$ cat src/rtl/turn_controller.sv
// Connect Four turn sequencer: validates column requests, steps one column
// counter per accepted move, writes the board cell and decides win/draw.
module turn_controller #(
    parameter int COLS = 7,
    parameter int ROWS = 6
) (
    input  logic              clk,
    input  logic              reset,
    input  logic              move_valid,
    input  logic [3:0]        move_col,
    output logic              move_ready,
    input  logic [3*COLS-1:0] col_counts,
    input  logic              win_in,
    output logic [3:0]        drop_col,
    output logic              wr_en,
    output logic [2:0]        wr_row,
    output logic [3:0]        wr_col,
    output logic              wr_player,
    output logic              player,
    output logic              reject,
    output logic              game_over,
    output logic              winner,
    output logic              draw
);

    localparam logic [5:0] CELLS = 6'(COLS * ROWS);

    typedef enum logic [2:0] {
        IDLE,
        DROP,
        SETTLE,
        CHECK,
        DONE
    } state_t;

    state_t     state, state_d;
    logic [3:0] col_q, col_d;
    logic [2:0] row_q, row_d;
    logic [5:0] cnt_q, cnt_d;
    logic       player_d, reject_d, winner_d, draw_d;
    logic [2:0] sel_cnt;
    logic       legal;

    // Out-of-range indices select nothing, so the slice never overruns.
    always_comb begin
        sel_cnt = '0;
        for (int c = 0; c < COLS; c++) begin
            if (move_col == 4'(c)) sel_cnt = col_counts[3*c +: 3];
        end
        legal = (move_col < 4'(COLS)) && (sel_cnt < 3'(ROWS));
    end

    always_comb begin
        state_d    = state;
        col_d      = col_q;
        row_d      = row_q;
        cnt_d      = cnt_q;
        player_d   = player;
        reject_d   = 1'b0;
        winner_d   = winner;
        draw_d     = draw;
        move_ready = (state == IDLE);
        game_over  = (state == DONE);
        drop_col   = 4'hF;
        wr_en      = 1'b0;
        wr_row     = '0;
        wr_col     = '0;
        wr_player  = 1'b0;
        unique case (state)
            IDLE: begin
                if (move_valid) begin
                    if (legal) begin
                        col_d   = move_col;
                        row_d   = sel_cnt;
                        state_d = DROP;
                    end else begin
                        reject_d = 1'b1;
                    end
                end
            end
            DROP: begin
                drop_col  = col_q;
                wr_en     = 1'b1;
                wr_row    = row_q;
                wr_col    = col_q;
                wr_player = player;
                if (cnt_q != CELLS) cnt_d = cnt_q + 6'd1;
                state_d = SETTLE;
            end
            SETTLE: state_d = CHECK;
            CHECK: begin
                // A win on the final cell outranks the draw.
                if (win_in) begin
                    winner_d = player;
                    state_d  = DONE;
                end else if (cnt_q == CELLS) begin
                    draw_d  = 1'b1;
                    state_d = DONE;
                end else begin
                    player_d = ~player;
                    state_d  = IDLE;
                end
            end
            DONE: state_d = DONE;
            default: state_d = IDLE;
        endcase
    end

    always_ff @(posedge clk) begin
        if (!reset) begin
            state  <= IDLE;
            col_q  <= '0;
            row_q  <= '0;
            cnt_q  <= '0;
            player <= 1'b0;
            reject <= 1'b0;
            winner <= 1'b0;
            draw   <= 1'b0;
        end else begin
            state  <= state_d;
            col_q  <= col_d;
            row_q  <= row_d;
            cnt_q  <= cnt_d;
            player <= player_d;
            reject <= reject_d;
            winner <= winner_d;
            draw   <= draw_d;
        end
    end

endmodule

$ cat config.mk
export PLATFORM = sky130hd
export DESIGN_NAME = turn_controller
export DESIGN_NICKNAME = d
export VERILOG_FILES = /design/src/rtl/turn_controller.sv
export SDC_FILE = /design/constraint.sdc
export NUM_CORES = 1
export LEC_CHECK = 0
export CAP_MARGIN = 0
export CORE_ASPECT_RATIO = 1.5
export CORE_MARGIN = 5
export CORE_UTILIZATION = 25
export CTS_CLUSTER_DIAMETER = 200
export CTS_CLUSTER_SIZE = 16
export DETAILED_ROUTE_END_ITERATION = 8
export GPL_TIMING_DRIVEN = 0
export PLACE_DENSITY = 0.53
export SLEW_MARGIN = 5
export SYNTH_ARGS = -nofsm -noshare
export SYNTH_HDL_FRONTEND = slang
export SYNTH_SLANG_ARGS = --single-unit
$ cat constraint.sdc
create_clock -name clk -period 1.6 [get_ports clk]
set_input_delay 0.24 -clock clk [delete_from_list [all_inputs] [get_ports clk]]
set_output_delay 0.24 -clock clk [all_outputs]
set_load 0.005 [all_outputs]
## Yosys cells after proc, flatten, opt, wreduce, memory -nomap -nowiden

Index checks and enable logic that the tools add are counted.

| word-level totals | value |
|---|---|
| input bits | 29 |
| register bits after elaboration | 20 |
| word-level logic and storage cells | 56 |

| operators by class | value |
|---|---|
| $lt $le $gt $ge | 2 |
| multiplexer cells | 18 |
| bitwise gates (word level) | 3 |
| eq/ne operators | 14 |
| reduce and logical (&&, ||, !) cells | 10 |
| $add $sub $neg | 1 |

Operators by type and width:

| cell | number |
|---|---|
| $mux 3 | 12 |
| $pmux 3 s5 | 1 |
| $eq 4x3->1 const B | 3 |
| $reduce_and 3->1 | 4 |
| $eq 4x2->1 const B | 2 |
| $mux 4 | 2 |
| $add 6x1->6 const B | 1 |
| $eq 3x2->1 const B | 2 |
| $eq 6x6->1 const B | 1 |
| $ne 6x6->1 const B | 1 |
| $reduce_and 2->1 | 3 |
| $eq 4x1->1 const B | 1 |
| $logic_not 4->1 | 1 |
| $lt 4x3->1 const B | 1 |
| $eq 3x1->1 const B | 1 |
| $eq 3x3->1 const B | 1 |
| $logic_not 3->1 | 1 |
| $lt 3x3->1 const B | 1 |
| $mux 1 | 3 |
| $not 1->1 | 3 |
| $ne 2x1->1 const B | 1 |
| $ne 2x2->1 const B | 1 |
| $logic_and 1x1->1 | 1 |

## Longest topological paths before layout

Gate-level depths: netlist of the first run.

| depth | value |
|---|---|
| depth in word-level cells | 13 |
| gate-level depth with buffers | 8 |
| depth with buffers taken out | 8 |

## Worst setup path before layout of the first run

Ideal clock, no wire load.

| path | value |
|---|---|
| kind | register to register |
| start point | register state[1] |
| end point | register cnt_q[5] |
| arrival | 1.386 ns |
| library setup time | 0.115 ns |
| setup slack | 0.099 ns |
| cell stages (with the launch flop) | 7 |
| cells stage by stage | dfxtp_1 clkbuf_1 nor3b_2 and4_1 nand3_1 xnor2_1 and2_1 |

| between the ends | value |
|---|---|
| longest elaborated chain between the ends | 2 |

RTL lines:

| element | line | text |
|---|---|---|
| start, declared | 36 | `state_t state, state_d;` |
| start signal, assigned | 120 | `state <= state_d;` |
| $eq 3x1->1 | 69 | `unique case (state)` |
| $reduce_and 2->1 (no source line) | - |  |
| end signal, assigned | 123 | `cnt_q <= cnt_d;` |
| end, declared | 39 | `logic [5:0] cnt_q, cnt_d;` |

Every way passes these cells.
A chain may end at the register's enable or synchronous reset.

## Final worst setup path of the first run

Ends and elaborated chain as after synthesis.

==> metrics.csv, run 1 <==
stage,metric,value,unit
hold_path,hold path cells,2,
place,# placed instances,277,
yosys,synth unique cells,39,
final_layout,Synth-to-Final Area Change,62.9,%
worst_setup_path,worst r2r src,state[1]$_SDFFE_PN0P_,
sta,fin crit share,1.06,
clock_network,clock buffer depth,2,
yosys,Mapped Avg Cell Area,7.73,µm²
power_and_ir_drop,Net Sw Frac,0.271,
grt,initial antenna violation count,0,
yosys,share of flip-flops with an asynchronous set or reset,0,
power_and_ir_drop,PD cells,603,nW/µm²
clock_network,CTS root buf,clkbuf_8,
floorplan,Boundary Pins,48,
floorplan,Die W,68.1,µm
worst_setup_path,slowest cell delay on critical path,0.38,ns
run,maxcap violations,0,
final_layout,"Core Util, Final",0.422,
grt,vias in the first global route,1378,
yosys,"Top FF cell, synth",dfxtp_1,
worst_setup_path,critical path type,reg2reg,
sta,RSZ-0062 raised after global routing,yes,
yosys,Netlist Area Pre-Place,1270,µm²
hold_path,class of the worst hold path,reg2reg,
worst_setup_path,r2r setup slk,-0.09,ns
yosys,Yosys reg bits,20,
worst_setup_path,worst-path cell chain,nor3b_4 > buf_6 > buf_6 > buf_6 > and4_4 > nand3_4 > xnor2_2 > and2_1,
grt,first-pass GRT wire length,6180,µm
sta,Final Critical Period,1.69,ns
sta,Fin. Hold Viols,0,
worst_setup_path,reg-to-reg endpoint,cnt_q[5]$_SDFFE_PN0P_,
grt,GRT Residual Overflow,0,
power_and_ir_drop,LEAKAGE,0.832,nW
worst_setup_path,Register-to-Register Path Depth,8,
worst_setup_path,critical-path maximum fanout,8,
clock_network,# clock sinks,20,
clock_network,H-tree depth,1,
place,post-place instance area,1820,µm²
place,DP HPWL,2630,µm
yosys,cell with the most instances after synthesis,nand2_1,
floorplan,area of the core,4890,µm²
clock_network,Skew-Pair Late Insertion Delay,0.25,ns
final_layout,Final #Nets,259,
detailed_routing,DRT Pass-1 Iters,4,
yosys,cell taking the most area after synthesis,dfxtp_1,
place,Post-Place Setup Slack,-0.633,ns
detailed_routing,DRT iter0 DRCs,37,
hold_path,Worst Hold End,row_q[2]$_SDFFE_PN0P_,
final_layout,filler cell count,530,
yosys,number of synthesized flops with an enable pin,0,
sta,fin. max-slew vios,0,
detailed_routing,WL per Instance,12.7,µm
power_and_ir_drop,Seq pwr share,0.440,
clock_network,CTS tree,yes,
yosys,sequential share of the synthesized area,0.316,
worst_setup_path,Critical Path RT,1.76,ns
final_layout,Final Cell Area,2060,µm²
run_status,failing checks,negative setup slack,
worst_setup_path,critical path's slowest cell,dfxtp_4,
yosys,"Net Count, Synth",195,
floorplan,num rows,31,
grt,pin count of the biggest net entering global routing,11,
clock_network,cts bufs inserted,3,
power_and_ir_drop,Logic pwr share,0.295,
sta,Slew headroom,0.695,
final_layout,diode count,0,
yosys,Post-synth top cells,"nand2_1 (24), dfxtp_1 (20), and2_1 (13), a21oi_1 (12), nor2_1 (10)",
detailed_routing,Routed WL,3700,µm
floorplan,die height,97.2,µm
yosys,Yosys warnings,0,
yosys,Cells after Synth,164,
power_and_ir_drop,switching power,0.000338,W
run_status,status,finished with violations,
worst_setup_path,Worst setup SP type,flip-flop,
place,input/output buffers,47,
power_and_ir_drop,VDD IR max,0.267,mV
detailed_routing,Vias/cell,4.46,
sta,setup violators final,10,
grt,gr usage total,0.116,
worst_setup_path,"most used cell, CP",buf_6,
sta,fmax,0.592,GHz
sta,Slew @ Worst Pin,0.458,ns
detailed_routing,via count,1301,
final_layout,layout cells sized above 1,0.270,
floorplan,die area,6620,µm²
clock_network,Clock Pin Slew Worst Setup and Hold Paths,0.07,ns
final_layout,final cell count without fillers,292,
detailed_routing,Antenna Nets Post-Route,0,
yosys,post-synth top area share,0.316,
yosys,leading post-synthesis cells by cell area,"dfxtp_1 (32%), nand2_1 (7.1%), and2_1 (6.4%)",
power_and_ir_drop,Clk network pwr share,0.265,
detailed_routing,DRC,0,
power_and_ir_drop,Int Power,0.000908,W
sta,final setup margin,-0.0881,ns
floorplan,starting density of the core,0.259,
worst_setup_path,Worst Setup End Kind,flip-flop,
hold_path,hold_sp,row_q[2]$_SDFFE_PN0P_,
sta,skew final,0.00289,ns
place,GPL Wtd Cong,0.744,
worst_setup_path,WP data arrival,1.84,ns
## through the flow
step	total power [W]	TNS, ns	hold WS [ns]
2_1_floorplan	0.000707	0	0.356
3_3_place_gp	0.000860	-10.15	0.428
3_5_place_dp	0.000862	-10.12	0.432
4_1_cts	0.00126	-1.34	0.450
5_1_grt	0.00132	-1.34	0.477
6_report	0.00125	-0.404	0.449
## power by group through the flow
stage | Combinational (W) | Clock [W] | Sequential [W]
final | 0.000367 | 0.000330 | 0.000548
after global routing | 0.000409 | 0.000359 | 0.000551
after CTS | 0.000377 | 0.000334 | 0.000545
after detailed placement | 0.000315 | 0 | 0.000548
after global placement | 0.000314 | 0 | 0.000547
after floorplan | 0.000164 | 0 | 0.000543
## state kept, by name, summed over array words and instances, names as in the netlist
register,count
col_q,4
player,1
state,3
cnt_q,6
reject,1
row_q,3
winner,1
draw,1
## worst max-delay path: cells and delay by family (launching register included)
family,cells,cell delay (ns)
xor gates and xnor gates,1,0.15
buffers and inverters,3,0.32
DFF,1,0.38
and+or+nand+nor,4,0.73
## cell usage in the layout (no fill, tap or decap), drive strengths merged, types with 4 or more instances in the layout
cell type / count
xnor2: 6
dfxtp: 20
o21ai: 8
inv: 4
buf: 31
nor2: 10
a21oi: 12
nand3b: 4
nor3: 5
and2: 13
nand2b: 8
clkbuf: 7
mux2i: 5
nand2: 25
nor3b: 4
clkdlybuf4s50: 29
## metal layers
layer  global-route usage  share of wire  wire length, µm
met3               0.0231          0.068              251
met5                    0              0                0
met4               0.0322         0.0092               34
met1                0.143           0.40             1490
met2                0.198           0.52             1930
## final cells by class
class                   count  area [µm²]  share of cell area
plain buffers               7        46.3              0.0224
repair buffers             62         581               0.281
clock buffers               3        41.3              0.0200
inverters                   4        15.0             0.00727
flip-flops and latches     20         405               0.196
multi-input cells         130         893               0.433
well taps                  66        82.6              0.0400
## worst max-delay path by stage
| stage | start | end | slack [ns] | cells past startpoint |
|---|---|---|---|---|
| 2_1_floorplan | state[1]$_SDFFE_PN0P_ | cnt_q[5]$_SDFFE_PN0P_ | 0.1 | 6 |
| 3_3_place_gp | state[1]$_SDFFE_PN0P_ | wr_row[2] | -0.64 | 5 |
| 3_5_place_dp | state[1]$_SDFFE_PN0P_ | wr_player | -0.63 | 5 |
| 4_1_cts | state[0]$_SDFFE_PN0P_ | wr_row[2] | -0.14 | 7 |
| 5_1_grt | state[1]$_SDFFE_PN0P_ | cnt_q[5]$_SDFFE_PN0P_ | -0.16 | 8 |
| 6_report | state[1]$_SDFFE_PN0P_ | cnt_q[5]$_SDFFE_PN0P_ | -0.09 | 8 |
## cell families (layout without fill, tap and decap cells)
logic type / after synthesis / in the layout / synth area share
AND/OR/NAND/NOR: 84 / 84 / 0.365
AO/OA/AOI/OAI: 31 / 31 / 0.153
XOR/XNOR: 7 / 7 / 0.0484
flip-flops: 20 / 20 / 0.316
buffers and inverters: 14 / 76 / 0.0494
multiplexers: 6 / 6 / 0.0484
adder cells (fa/ha/maj): 2 / 2 / 0.0197
## repair_timing
action,4_1_cts,5_1_grt
gates cloned,1,0
pin swaps,14,7
gates resized for setup,85,21
hold buffers,0,0
setup buffers,14,2
setup endpoints to repair,26,24
No activity file was read; power rests on OpenSTA's default activity.
==> run 2, diff against run 1 <==
--- a/config.mk
+++ b/config.mk
@@ -6,14 +6,16 @@
 export NUM_CORES = 1
 export LEC_CHECK = 0
 export CAP_MARGIN = 0
+export CELL_PAD_IN_SITES_DETAIL_PLACEMENT = 0
+export CELL_PAD_IN_SITES_GLOBAL_PLACEMENT = 1
 export CORE_ASPECT_RATIO = 1.5
 export CORE_MARGIN = 5
-export CORE_UTILIZATION = 25
+export CORE_UTILIZATION = 28
 export CTS_CLUSTER_DIAMETER = 200
 export CTS_CLUSTER_SIZE = 16
 export DETAILED_ROUTE_END_ITERATION = 8
 export GPL_TIMING_DRIVEN = 0
-export PLACE_DENSITY = 0.53
+export PLACE_DENSITY = 0.77
 export SLEW_MARGIN = 5
 export SYNTH_ARGS = -nofsm -noshare
 export SYNTH_HDL_FRONTEND = slang
==> run 2 against run 1 <==
- the flow still finishes with violations (negative setup slack)
- utilization grew 3.9 points
- critical path depth shrank 2
- non-clock buffer count shrank 2
- sequential power is 1% lower
- clock skew up 0.0032 ns
- cell area about the same
- clock-buffer cell count unchanged
- sequential share of layout area increased by 0.073 points
- highest routed layer unchanged
==> metrics.csv, run 2 (synthesis results as in run 1) <==
stage,metric,value,unit,change
run_status,status,finished with violations,,unchanged
run_status,failing checks,negative setup slack,,unchanged
floorplan,starting density of the core,0.284,,was 0.259
sta,RSZ-0062 raised after global routing,yes,,unchanged
sta,Slew headroom,0.710,,was 0.695
final_layout,Final Cell Area,2060,µm²,about the same
worst_setup_path,critical path type,reg2out,,was reg2reg
worst_setup_path,critical-path maximum fanout,4,,was 8
worst_setup_path,Worst setup SP type,flip-flop,,unchanged
clock_network,CTS tree,yes,,unchanged
final_layout,Largest register FFs,6,,unchanged
grt,vias in the first global route,1339,,"was 1,378"
detailed_routing,WL per Instance,12.4,µm,was 12.7 µm
floorplan,die area,6000,µm²,was 6620 µm²
final_layout,Final #Nets,257,,was 259
detailed_routing,via count,1300,,"was 1,301"
detailed_routing,DRC,0,,unchanged
grt,gr usage total,0.118,,was 0.116
detailed_routing,Vias/cell,4.76,,was 4.46
sta,Final Critical Period,1.72,ns,was 1.69 ns
power_and_ir_drop,VDD IR max,0.330,mV,was 0.267 mV
floorplan,Die W,64.9,µm,was 68.1 µm
clock_network,# clock sinks,20,,unchanged
sta,Fin. Hold Viols,0,,unchanged
final_layout,Top reg by flops,cnt_q,,unchanged
worst_setup_path,WP data arrival,1.48,ns,was 1.84 ns
clock_network,Skew-Pair Late Insertion Delay,0.26,ns,was 0.25 ns
worst_setup_path,slowest cell delay on critical path,0.36,ns,was 0.38 ns
clock_network,clock buffer depth,2,,unchanged
final_layout,layout cells sized above 1,0.258,,was 0.270
grt,first-pass GRT wire length,5710,µm,was 6180 µm
sta,skew final,0.00607,ns,was 0.00289 ns
sta,final setup margin,-0.122,ns,was -0.0881 ns
final_layout,"Core Util, Final",0.462,,was 0.422
detailed_routing,DRT iter0 DRCs,42,,was 37
worst_setup_path,"most used cell, CP",buf_6,,unchanged
clock_network,cts bufs inserted,3,,unchanged
final_layout,Synth-to-Final Area Change,62.8,%,was 62.9%
clock_network,hold_buf cts,0,,unchanged
detailed_routing,Routed WL,3380,µm,was 3700 µm
worst_setup_path,Critical Path RT,1.36,ns,was 1.76 ns
worst_setup_path,worst-path cell chain,nor3b_4 > clkbuf_8 > buf_6 > buf_6 > and2_4 > buf_6,,was nor3b_4 > buf_6 > buf_6 > buf_6 > and4_4 > nand3_4 > xnor2_2 > and2_1
final_layout,"commonest non-fill, non-tap cell in the layout",clkdlybuf4s50_1,,unchanged
sta,Slew @ Worst Pin,0.435,ns,was 0.458 ns
final_layout,diode count,0,,unchanged
detailed_routing,Antenna Nets Post-Route,0,,unchanged
clock_network,CTS root buf,clkbuf_8,,unchanged
floorplan,die height,92.4,µm,was 97.2 µm
place,GPL Wtd Cong,0.738,,was 0.744
sta,fin. max-slew vios,0,,unchanged
place,post-place instance area,1800,µm²,was 1820 µm²
detailed_routing,DRT Pass-1 Iters,4,,unchanged
final_layout,top flop regs,"cnt_q: 6 flops, col_q: 4 flops",,unchanged
clock_network,H-tree depth,1,,unchanged
run,maxcap violations,0,,unchanged
hold_path,class of the worst hold path,reg2reg,,unchanged
place,input/output buffers,47,,unchanged
place,Post-Place Setup Slack,-0.690,ns,was -0.633 ns
sta,fin crit share,1.08,,was 1.06
grt,initial antenna violation count,0,,unchanged
floorplan,num rows,30,,was 31
final_layout,"commonest cells after routing, fill and taps aside","clkdlybuf4s50_1 (28), nand2_1 (24), dfxtp_1 (17), buf_6 (13), nor2_1 (9)",,"was clkdlybuf4s50_1 (29), nand2_1 (23), dfxtp_1 (18), buf_6 (11)"
sta,setup violators final,11,,was 10
floorplan,area of the core,4470,µm²,was 4890 µm²
final_layout,filler cell count,449,,was 530
worst_setup_path,Worst Setup End Kind,output pin,,was flip-flop
sta,fmax,0.581,GHz,was 0.592 GHz
final_layout,multi-input logic area,881,µm²,was 893 µm²
grt,GRT Residual Overflow,0,,unchanged
clock_network,Clock Pin Slew Worst Setup and Hold Paths,0.07,ns,about the same
power_and_ir_drop,LEAKAGE,0.830,nW,was 0.832 nW
grt,pin count of the biggest net entering global routing,13,,was 11
power_and_ir_drop,Final Power,0.00142,W,was 0.00125 W
place,DP HPWL,2510,µm,was 2630 µm
floorplan,Boundary Pins,48,,unchanged
sta,worst hold slack,0.445,ns,was 0.449 ns
worst_setup_path,critical path's slowest cell,dfxtp_4,,unchanged
final_layout,Storage cell area,407,µm²,was 405 µm²
power_and_ir_drop,PD cells,689,nW/µm²,was 603 nW/µm²
run 2: changes by cell type in the layout (fill, tap and decap cells not counted), moves of 2 or more:
cell and change:
buf_2 -4, buf_4 -2, buf_6 +2, clkdlybuf4s15_1 -2
dlygate4sd2_1 +5, xnor2_1 +2, xnor2_2 -2
run 2: path summary, 6_finish.rpt:
kind                               from                     to  slack [ns]  depth (start not counted)
setup / recovery  state[1]$_SDFFE_PN0P_              wr_row[2]       -0.12                          6
hold / removal    row_q[2]$_SDFFE_PN0P_  row_q[2]$_SDFFE_PN0P_        0.45                          2
setup reg to reg  state[1]$_SDFFE_PN0P_  cnt_q[5]$_SDFFE_PN0P_        0.05                          6
hold reg to reg   row_q[2]$_SDFFE_PN0P_  row_q[2]$_SDFFE_PN0P_        0.45                          2
run 2: repair_timing:
action,4_1_cts,5_1_grt
buffers inserted,12,2
setup endpoints to repair,26,24
gates resized for setup,81,16
cloned,1,0
pin swaps,14,3
run 2: power by group:
group          internal [W]  total, W  switching (W)
Combinational      0.000218  0.000373       0.000155
Clock              0.000334  0.000507       0.000173
Sequential         0.000523  0.000542      0.0000184
Total               0.00107   0.00142       0.000347
run 2: cell type report:
cell class / count / area share
buffer: 8 / 0.0291
clock buffer: 3 / 0.0200
clock inverter: 1 / 0.0146
inverter: 4 / 0.00728
multi-input combinational: 130 / 0.427
sequential: 20 / 0.197
tap: 48 / 0.0291
timing repair buffer: 59 / 0.276
run 2: per-stage QoR:
stage               cells  TNS, ns
finish                273   -0.644
global route          273    -1.64
CTS                   273    -1.14
detailed placement    259   -10.69
global placement      259   -10.31
floorplan             164        0
run 2: worst max-delay path: cells and delay by family, from the launching register on:
kind / cells / cell delay [ns]
buffers and inverters: 4 / 0.45
DFF: 1 / 0.36
and+or+nand+nor: 2 / 0.41
run 2: routing by layer:
| layer | global-route usage | vias up | share of wire | wire [µm] |
|---|---|---|---|---|
| li1 | - | 684 | - | - |
| met1 | 0.128 | 572 | 0.40 | 1340 |
| met2 | 0.217 | 40 | 0.52 | 1770 |
| met3 | 0.0255 | 4 | 0.071 | 239 |
| met4 | 0.0441 | 0 | 0.0092 | 31 |
| met5 | 0 | - | 0 | 0 |
==> run 3, diff against run 2 <==
--- a/config.mk
+++ b/config.mk
@@ -5,14 +5,13 @@
 export SDC_FILE = /design/constraint.sdc
 export NUM_CORES = 1
 export LEC_CHECK = 0
-export CAP_MARGIN = 0
 export CELL_PAD_IN_SITES_DETAIL_PLACEMENT = 0
 export CELL_PAD_IN_SITES_GLOBAL_PLACEMENT = 1
 export CORE_ASPECT_RATIO = 1.5
 export CORE_MARGIN = 5
 export CORE_UTILIZATION = 28
 export CTS_CLUSTER_DIAMETER = 200
-export CTS_CLUSTER_SIZE = 16
+export CTS_CLUSTER_SIZE = 28
 export DETAILED_ROUTE_END_ITERATION = 8
 export GPL_TIMING_DRIVEN = 0
 export PLACE_DENSITY = 0.77
==> results of run 3 <==
No change in the layout: final DEF, timing and power equal those of run 2.
